`src/rtl/arp_lookup_arbiter_if.sv`:
```
// arp_lookup_arbiter_if: requester-side and engine-side lookup handshake bundle
interface arp_lookup_arbiter_if #(parameter int NUM_REQ = 4);
  logic [NUM_REQ-1:0]    req;
  logic [NUM_REQ*32-1:0] req_search_ip;
  logic [NUM_REQ-1:0]    done;
  logic [47:0]           result_mac;
  logic                  arp_lookup_req;
  logic [31:0]           arp_lookup_search_ip;
  logic                  arp_lookup_done;
  logic [47:0]           arp_lookup_result_mac;
  modport master (
    output req, req_search_ip, arp_lookup_done, arp_lookup_result_mac,
    input  done, result_mac, arp_lookup_req, arp_lookup_search_ip
  );
  modport slave (
    input  req, req_search_ip, arp_lookup_done, arp_lookup_result_mac,
    output done, result_mac, arp_lookup_req, arp_lookup_search_ip
  );
endinterface

```
`src/rtl/arp_lookup_arbiter.sv`:
```
// arp_lookup_arbiter: round-robin sharing of one ARP lookup engine with a stall timeout
module arp_lookup_arbiter #(
  parameter int NUM_REQ        = 4,
  parameter int TIMEOUT_CYCLES = 64
) (
  input  logic                clk,
  input  logic                reset,
  arp_lookup_arbiter_if.slave bus,
  output logic                busy,
  output logic [2:0]          grant_id,
  output logic                cntr_arp_lookups,
  output logic                cntr_arp_timeouts
);
  localparam logic [3:0]  NR    = 4'(NUM_REQ);
  localparam logic [15:0] TLAST = 16'(TIMEOUT_CYCLES - 1);
  typedef enum logic [1:0] {IDLE, ISSUE, RESPOND} state_t;
  state_t             state, state_n;
  logic [2:0]         rr_ptr, rr_n, grant_n, win;
  logic [15:0]        cnt, cnt_n;
  logic [NUM_REQ-1:0] mask, mask_n, elig, tmp, done_n, gnt_oh;
  logic [31:0]        ip_n;
  logic [47:0]        mac_n;
  logic [3:0]         sum;
  logic               found, lreq_n, lk_n, to_n;

  // rotate the eligible set so bit 0 is rr_ptr; the lowest set bit is the winner
  always_comb begin
    elig = bus.req & ~mask;
    tmp = (elig >> rr_ptr) | (elig << (NR - 4'(rr_ptr)));
    found = 1'b0;
    sum = '0;
    win = '0;
    for (int k = 0; k < NUM_REQ; k++) begin
      if (!found && tmp[0]) begin
        found = 1'b1;
        sum = 4'(rr_ptr) + 4'(k);
        win = 3'(sum >= NR ? sum - NR : sum);
      end
      tmp = tmp >> 1;
    end
  end

  // next state plus next value of every registered output
  always_comb begin
    state_n = state;
    rr_n = rr_ptr;
    grant_n = grant_id;
    cnt_n = cnt;
    mask_n = mask;
    ip_n = bus.arp_lookup_search_ip;
    mac_n = bus.result_mac;
    done_n = '0;
    lreq_n = bus.arp_lookup_req;
    lk_n = 1'b0;
    to_n = 1'b0;
    gnt_oh = {{(NUM_REQ-1){1'b0}}, 1'b1} << grant_id;
    case (state)
      IDLE: begin
        mask_n = '0;
        if (found) begin
          state_n = ISSUE;
          grant_n = win;
          rr_n = (4'(win) + 4'd1 == NR) ? 3'd0 : win + 3'd1;
          ip_n = 32'(bus.req_search_ip >> {win, 5'd0});
          cnt_n = '0;
          lreq_n = 1'b1;
        end
      end
      ISSUE: begin
        cnt_n = cnt + 16'd1;
        if (bus.arp_lookup_done || cnt == TLAST) begin
          state_n = RESPOND;
          lreq_n = 1'b0;
          done_n = gnt_oh;
          lk_n = 1'b1;
          to_n = !bus.arp_lookup_done;
          mac_n = bus.arp_lookup_done ? bus.arp_lookup_result_mac : '0;
        end
      end
      RESPOND: begin
        mask_n = gnt_oh;
        state_n = IDLE;
      end
      default: state_n = IDLE;
    endcase
  end

  // state and output registers; reset aborts any lookup without a done pulse
  always_ff @(posedge clk) begin
    if (reset) begin
      state <= IDLE;
      rr_ptr <= '0;
      grant_id <= '0;
      cnt <= '0;
      mask <= '0;
      busy <= 1'b0;
      cntr_arp_lookups <= 1'b0;
      cntr_arp_timeouts <= 1'b0;
      bus.done <= '0;
      bus.result_mac <= '0;
      bus.arp_lookup_req <= 1'b0;
      bus.arp_lookup_search_ip <= '0;
    end else begin
      state <= state_n;
      rr_ptr <= rr_n;
      grant_id <= grant_n;
      cnt <= cnt_n;
      mask <= mask_n;
      busy <= state_n != IDLE;
      cntr_arp_lookups <= lk_n;
      cntr_arp_timeouts <= to_n;
      bus.done <= done_n;
      bus.result_mac <= mac_n;
      bus.arp_lookup_req <= lreq_n;
      bus.arp_lookup_search_ip <= ip_n;
    end
  end
endmodule

```
`src/flat_wrapper.sv`:
```
// flat-port wrapper written by rule: the top's interface ports become plain ports
module arp_lookup_arbiter_flat 
#(
  parameter int NUM_REQ        = 4,
  parameter int TIMEOUT_CYCLES = 64
)
  (clk, reset, busy, grant_id, cntr_arp_lookups, cntr_arp_timeouts, bus_req, bus_req_search_ip, bus_arp_lookup_done, bus_arp_lookup_result_mac, bus_done, bus_result_mac, bus_arp_lookup_req, bus_arp_lookup_search_ip);
  arp_lookup_arbiter_if #(.NUM_REQ(NUM_REQ)) bus_i ();
  input  logic clk;
  input  logic reset;
  output logic busy;
  output logic [2:0] grant_id;
  output logic cntr_arp_lookups;
  output logic cntr_arp_timeouts;
  input wire logic [$bits(bus_i.req)-1:0] bus_req;
  input wire logic [$bits(bus_i.req_search_ip)-1:0] bus_req_search_ip;
  input wire logic [$bits(bus_i.arp_lookup_done)-1:0] bus_arp_lookup_done;
  input wire logic [$bits(bus_i.arp_lookup_result_mac)-1:0] bus_arp_lookup_result_mac;
  output wire logic [$bits(bus_i.done)-1:0] bus_done;
  output wire logic [$bits(bus_i.result_mac)-1:0] bus_result_mac;
  output wire logic [$bits(bus_i.arp_lookup_req)-1:0] bus_arp_lookup_req;
  output wire logic [$bits(bus_i.arp_lookup_search_ip)-1:0] bus_arp_lookup_search_ip;
  assign bus_i.req = bus_req;
  assign bus_i.req_search_ip = bus_req_search_ip;
  assign bus_i.arp_lookup_done = bus_arp_lookup_done;
  assign bus_i.arp_lookup_result_mac = bus_arp_lookup_result_mac;
  assign bus_done = bus_i.done;
  assign bus_result_mac = bus_i.result_mac;
  assign bus_arp_lookup_req = bus_i.arp_lookup_req;
  assign bus_arp_lookup_search_ip = bus_i.arp_lookup_search_ip;
  arp_lookup_arbiter #(.NUM_REQ(NUM_REQ), .TIMEOUT_CYCLES(TIMEOUT_CYCLES)) u_core (.clk(clk), .reset(reset), .bus(bus_i), .busy(busy), .grant_id(grant_id), .cntr_arp_lookups(cntr_arp_lookups), .cntr_arp_timeouts(cntr_arp_timeouts));
endmodule
```
`config.mk`:
```
export PLATFORM = sky130hd
export DESIGN_NAME = arp_lookup_arbiter_flat
export DESIGN_NICKNAME = d
export VERILOG_FILES = /design/src/rtl/arp_lookup_arbiter_if.sv /design/src/rtl/arp_lookup_arbiter.sv /design/src/flat_wrapper.sv
export SDC_FILE = /design/constraint.sdc
export NUM_CORES = 1
export LEC_CHECK = 0
export ABC_AREA = 1
export CAP_MARGIN = 20
export CORE_UTILIZATION = 35
export DETAILED_ROUTE_END_ITERATION = 12
export PLACE_DENSITY = 0.75
export SKIP_CTS_REPAIR_TIMING = 1
export SYNTH_ARGS = -nofsm -noshare
export SYNTH_HDL_FRONTEND = slang
export SYNTH_SLANG_ARGS = --single-unit
```
`constraint.sdc`:
```
create_clock -name clk -period 7.7 [get_ports clk]
set_clock_uncertainty 0.05 [all_clocks]
set_input_delay 1.155 -clock clk [delete_from_list [all_inputs] [get_ports clk]]
set_output_delay 1.155 -clock clk [all_outputs]
set_load 0.1 [all_outputs]
```
==> flow_summary.ini <==
[final_layout]
regArea_um2 = 2320
multi_input_comb_area_um2 = 3000
final_common_cell = nand2_1
areaGrowthSynthToFinish_pct = 53.4
fillers = 1673
final_nets = 1427
instances_no_fill = 1479
drive_gt1_share_pct = 5.58
postLayoutCellArea_um2 = 9680
diodes = 0
final_cell_mix = nand2_1, clkdlybuf4s50_1, inv_1

[logic_synthesis]
postSynthAreaPerCell_um2 = 6.31
ys_seq_area_share_pct = 36.8
syn_inst = 1000
yosys_warnings = 0
ys_types = 30
synthesis.area_um2 = 6310
syn_nets = 1186
ys_seq_elements = 116

[sta]
tns_ns = 0
period_needed_ns = 3.84
max_slew_margin_pct = 30.6
max_freq_mhz = 260
finalSetupViolCount = 0
finalHoldViolCount = 0
slew_violations = 0
worstMarginPinSlew_ns = 1.04
fin_crit_sh_pct = 49.9
rsz0062_at_grt = no

[worst_setup_path]
crit_path_start_kind = input pin
cpMostUsedCell = nand2_1
crit_path_max_incr_delay_ns = 0.53
cp-end-kind = flip-flop
critPathSlowestCell = buf_4
critPathRequiredTime_ns = 7.98
crit_fanout = 65
cp_cell_sequence = clkdlybuf4s50_1, nand3_2, o21ai_2, nand2_1, nand2_2, inv_1, nor2_1, inv_1, nand3_2, buf_4, nand2_2, buf_12, nand2_1, nand3_1, nand2_1, nand2_1, a21oi_1
criticalPathCategory = input pin to flip-flop
arrival_ns = 4.12

[power_and_ir_drop]
p_clk_share_pct = 21.3
p_total_w = 0.00399
pwr-share-seq_pct = 19.4
p_leak_nw = 4.27
p_sw_share_pct = 51.4
intPower_w = 0.00194
power.switching_w = 0.00205
pwr-share-comb_pct = 59.3
p_per_area_nw_per_um2 = 412
max-vdd-ir-drop_v = 0.000293

[grt]
grtUsageMet3_pct = 5.07
grt_pass1_vias = 6486
antenna_found_initial = 0
track_usage_pct = 21.3
grt_busiest_layer = met2
grt_pass1_wl_mm = 31.4
grtUsageMet1_pct = 26.5
grt_overflow_total = 0
grt_start_max_net_pins = 72
gr-usage-met2_pct = 35.4

[detailed_routing]
wl_per_cell_um = 13.3
post-route-drc-count = 0
dr.pass1.iters = 7
vias_per_cell = 4.75
routed_wl_mm = 19.7
num_vias = 7031
ant_nets = 0
first_iter_violations = 483

[place]
placed_cells = 1446
hpwlAfterDp_mm = 13.8
dpl_cell_area_um2 = 9020
place.gp.congestion = 0.869
port-buffer-count = 273

[clocking]
clockBufferDepth = 2
numCtsBuffers = 17
h-tree-depth = 4
insertion_delay_ns = 0.41
clk_pin_slew_ns = 0.06
cts_tree = done
root_buffer = clkbuf_16
clock_sinks = 116

[floorplanning]
fp-row-count = 48
chipWidth_um = 136
die_h_um = 136
coreArea_um2 = 17500
start_util_pct = 36.1
top_level_ports = 274
die_area_um2 = 18600

[run]
maxCapViolations = 0

[outcome]
status = completed

[worst_hold_path]
hold_path.class = flip-flop to flip-flop
critical path, delay by kind of cell:
kind	cells	cell delay, ns
AO/OA/AOI/OAI	2	0.28
buffers and inverters	5	1.45
AND/OR/NAND/NOR	10	1.18
state kept, by name, summed over array words and instances, names as in the netlist, 2 cells and up:
signal	count
u_core.mask	4
u_core.state	2
u_core.cnt	16
u_core.bus.result_mac	48
u_core.bus.arp_lookup_search_ip	32
u_core.bus.done	4
u_core.grant_id	3
u_core.rr_ptr	3
cell type report:
cell class / count / share of cell area (%)
Multi-Input combinational cell: 654 / 30.9
Timing Repair Buffer: 281 / 28.9
Sequential cell: 116 / 24.0
Inverter: 171 / 6.63
Clock buffer: 18 / 4.54
Tap cell: 225 / 2.91
Clock inverter: 14 / 2.05
cell families (layout without fill, tap and decap cells):
| kind of cell | Yosys count | in the layout | share of synthesized area [%] |
|---|---|---|---|
| simple gates | 528 | 528 | 36.0 |
| compound gates | 122 | 122 | 10.6 |
| flops | 116 | 116 | 36.8 |
| fa+ha+maj | 3 | 3 | 0.595 |
| xor+xnor | 1 | 1 | 0.139 |
| buf+inv | 230 | 484 | 15.8 |
Yosys cell counts:
cell	instances	area, µm²
inv_1	166	623
clkinv_1	1	3.75
buf_4	4	30.0
clkbuf_1	25	93.8
o21a_1	1	7.51
buf_1	2	7.51
nand2_1	324	1220
nor2_2	4	25.0
nand2_2	4	25.0
a221oi_1	4	35.0
xor2_1	1	8.76
dfxtp_1	116	2320
a21oi_2	9	78.8
nand3b_1	4	30.0
nor4_1	5	31.3
nand4_1	10	62.6
nor2_4	2	22.5
nand3_2	4	40.0
inv_2	4	15.0
buf_2	15	75.1
a211oi_1	2	15.0
nand3_1	139	696
a31oi_1	1	6.26
o21ai_0	11	55.1
nor2_1	27	101
ha_1	3	37.5
buf_6	13	146
nor3_1	5	25.0
o21ai_2	1	8.76
a21oi_1	93	465
metal layers:
layer | vias up | wire (µm)
met3 | 31 | 1110
li1 | 3602 | -
met1 | 3165 | 8410
met5 | - | 0
met2 | 233 | 9730
met4 | 0 | 465
stage by stage:
stage / utilization, % / hold WS (ns) / setup WS, ns
2_1_floorplan: - / 0.386 / 4.87
3_5_place_dp: 51.6 / 0.400 / 2.97
4_1_cts: 55.3 / 0.408 / 3.34
3_3_place_gp: 51.6 / 0.396 / 3.09
6_report: 55.4 / 0.406 / 3.86
5_1_grt: 55.4 / 0.421 / 3.60
path summary, 6_finish.rpt:
| kind | depth (start not counted) | from | slack (ns) | end |
|---|---|---|---|---|
| min reg2reg | 2 | u_core.mask[3] | 0.41 | u_core.mask[3] |
| min | 2 | u_core.mask[3] | 0.41 | u_core.mask[3] |
| max reg2reg | 17 | u_core.rr_ptr[0] | 4.11 | u_core.bus.arp_lookup_search_ip[16] |
| max | 17 | bus_req[1] | 3.86 | u_core.bus.arp_lookup_search_ip[16] |
power groups by stage:
stage / clock network, W / registers (W) / logic, W
detailed placement: 0 / 0.000784 / 0.00235
CTS: 0.000872 / 0.000772 / 0.00236
global route: 0.000899 / 0.000786 / 0.00257
floorplan: 0 / 0.00142 / 0.00128
global placement: 0 / 0.000781 / 0.00233
finish: 0.000851 / 0.000774 / 0.00236
No activity file was read; power rests on OpenSTA's default activity.
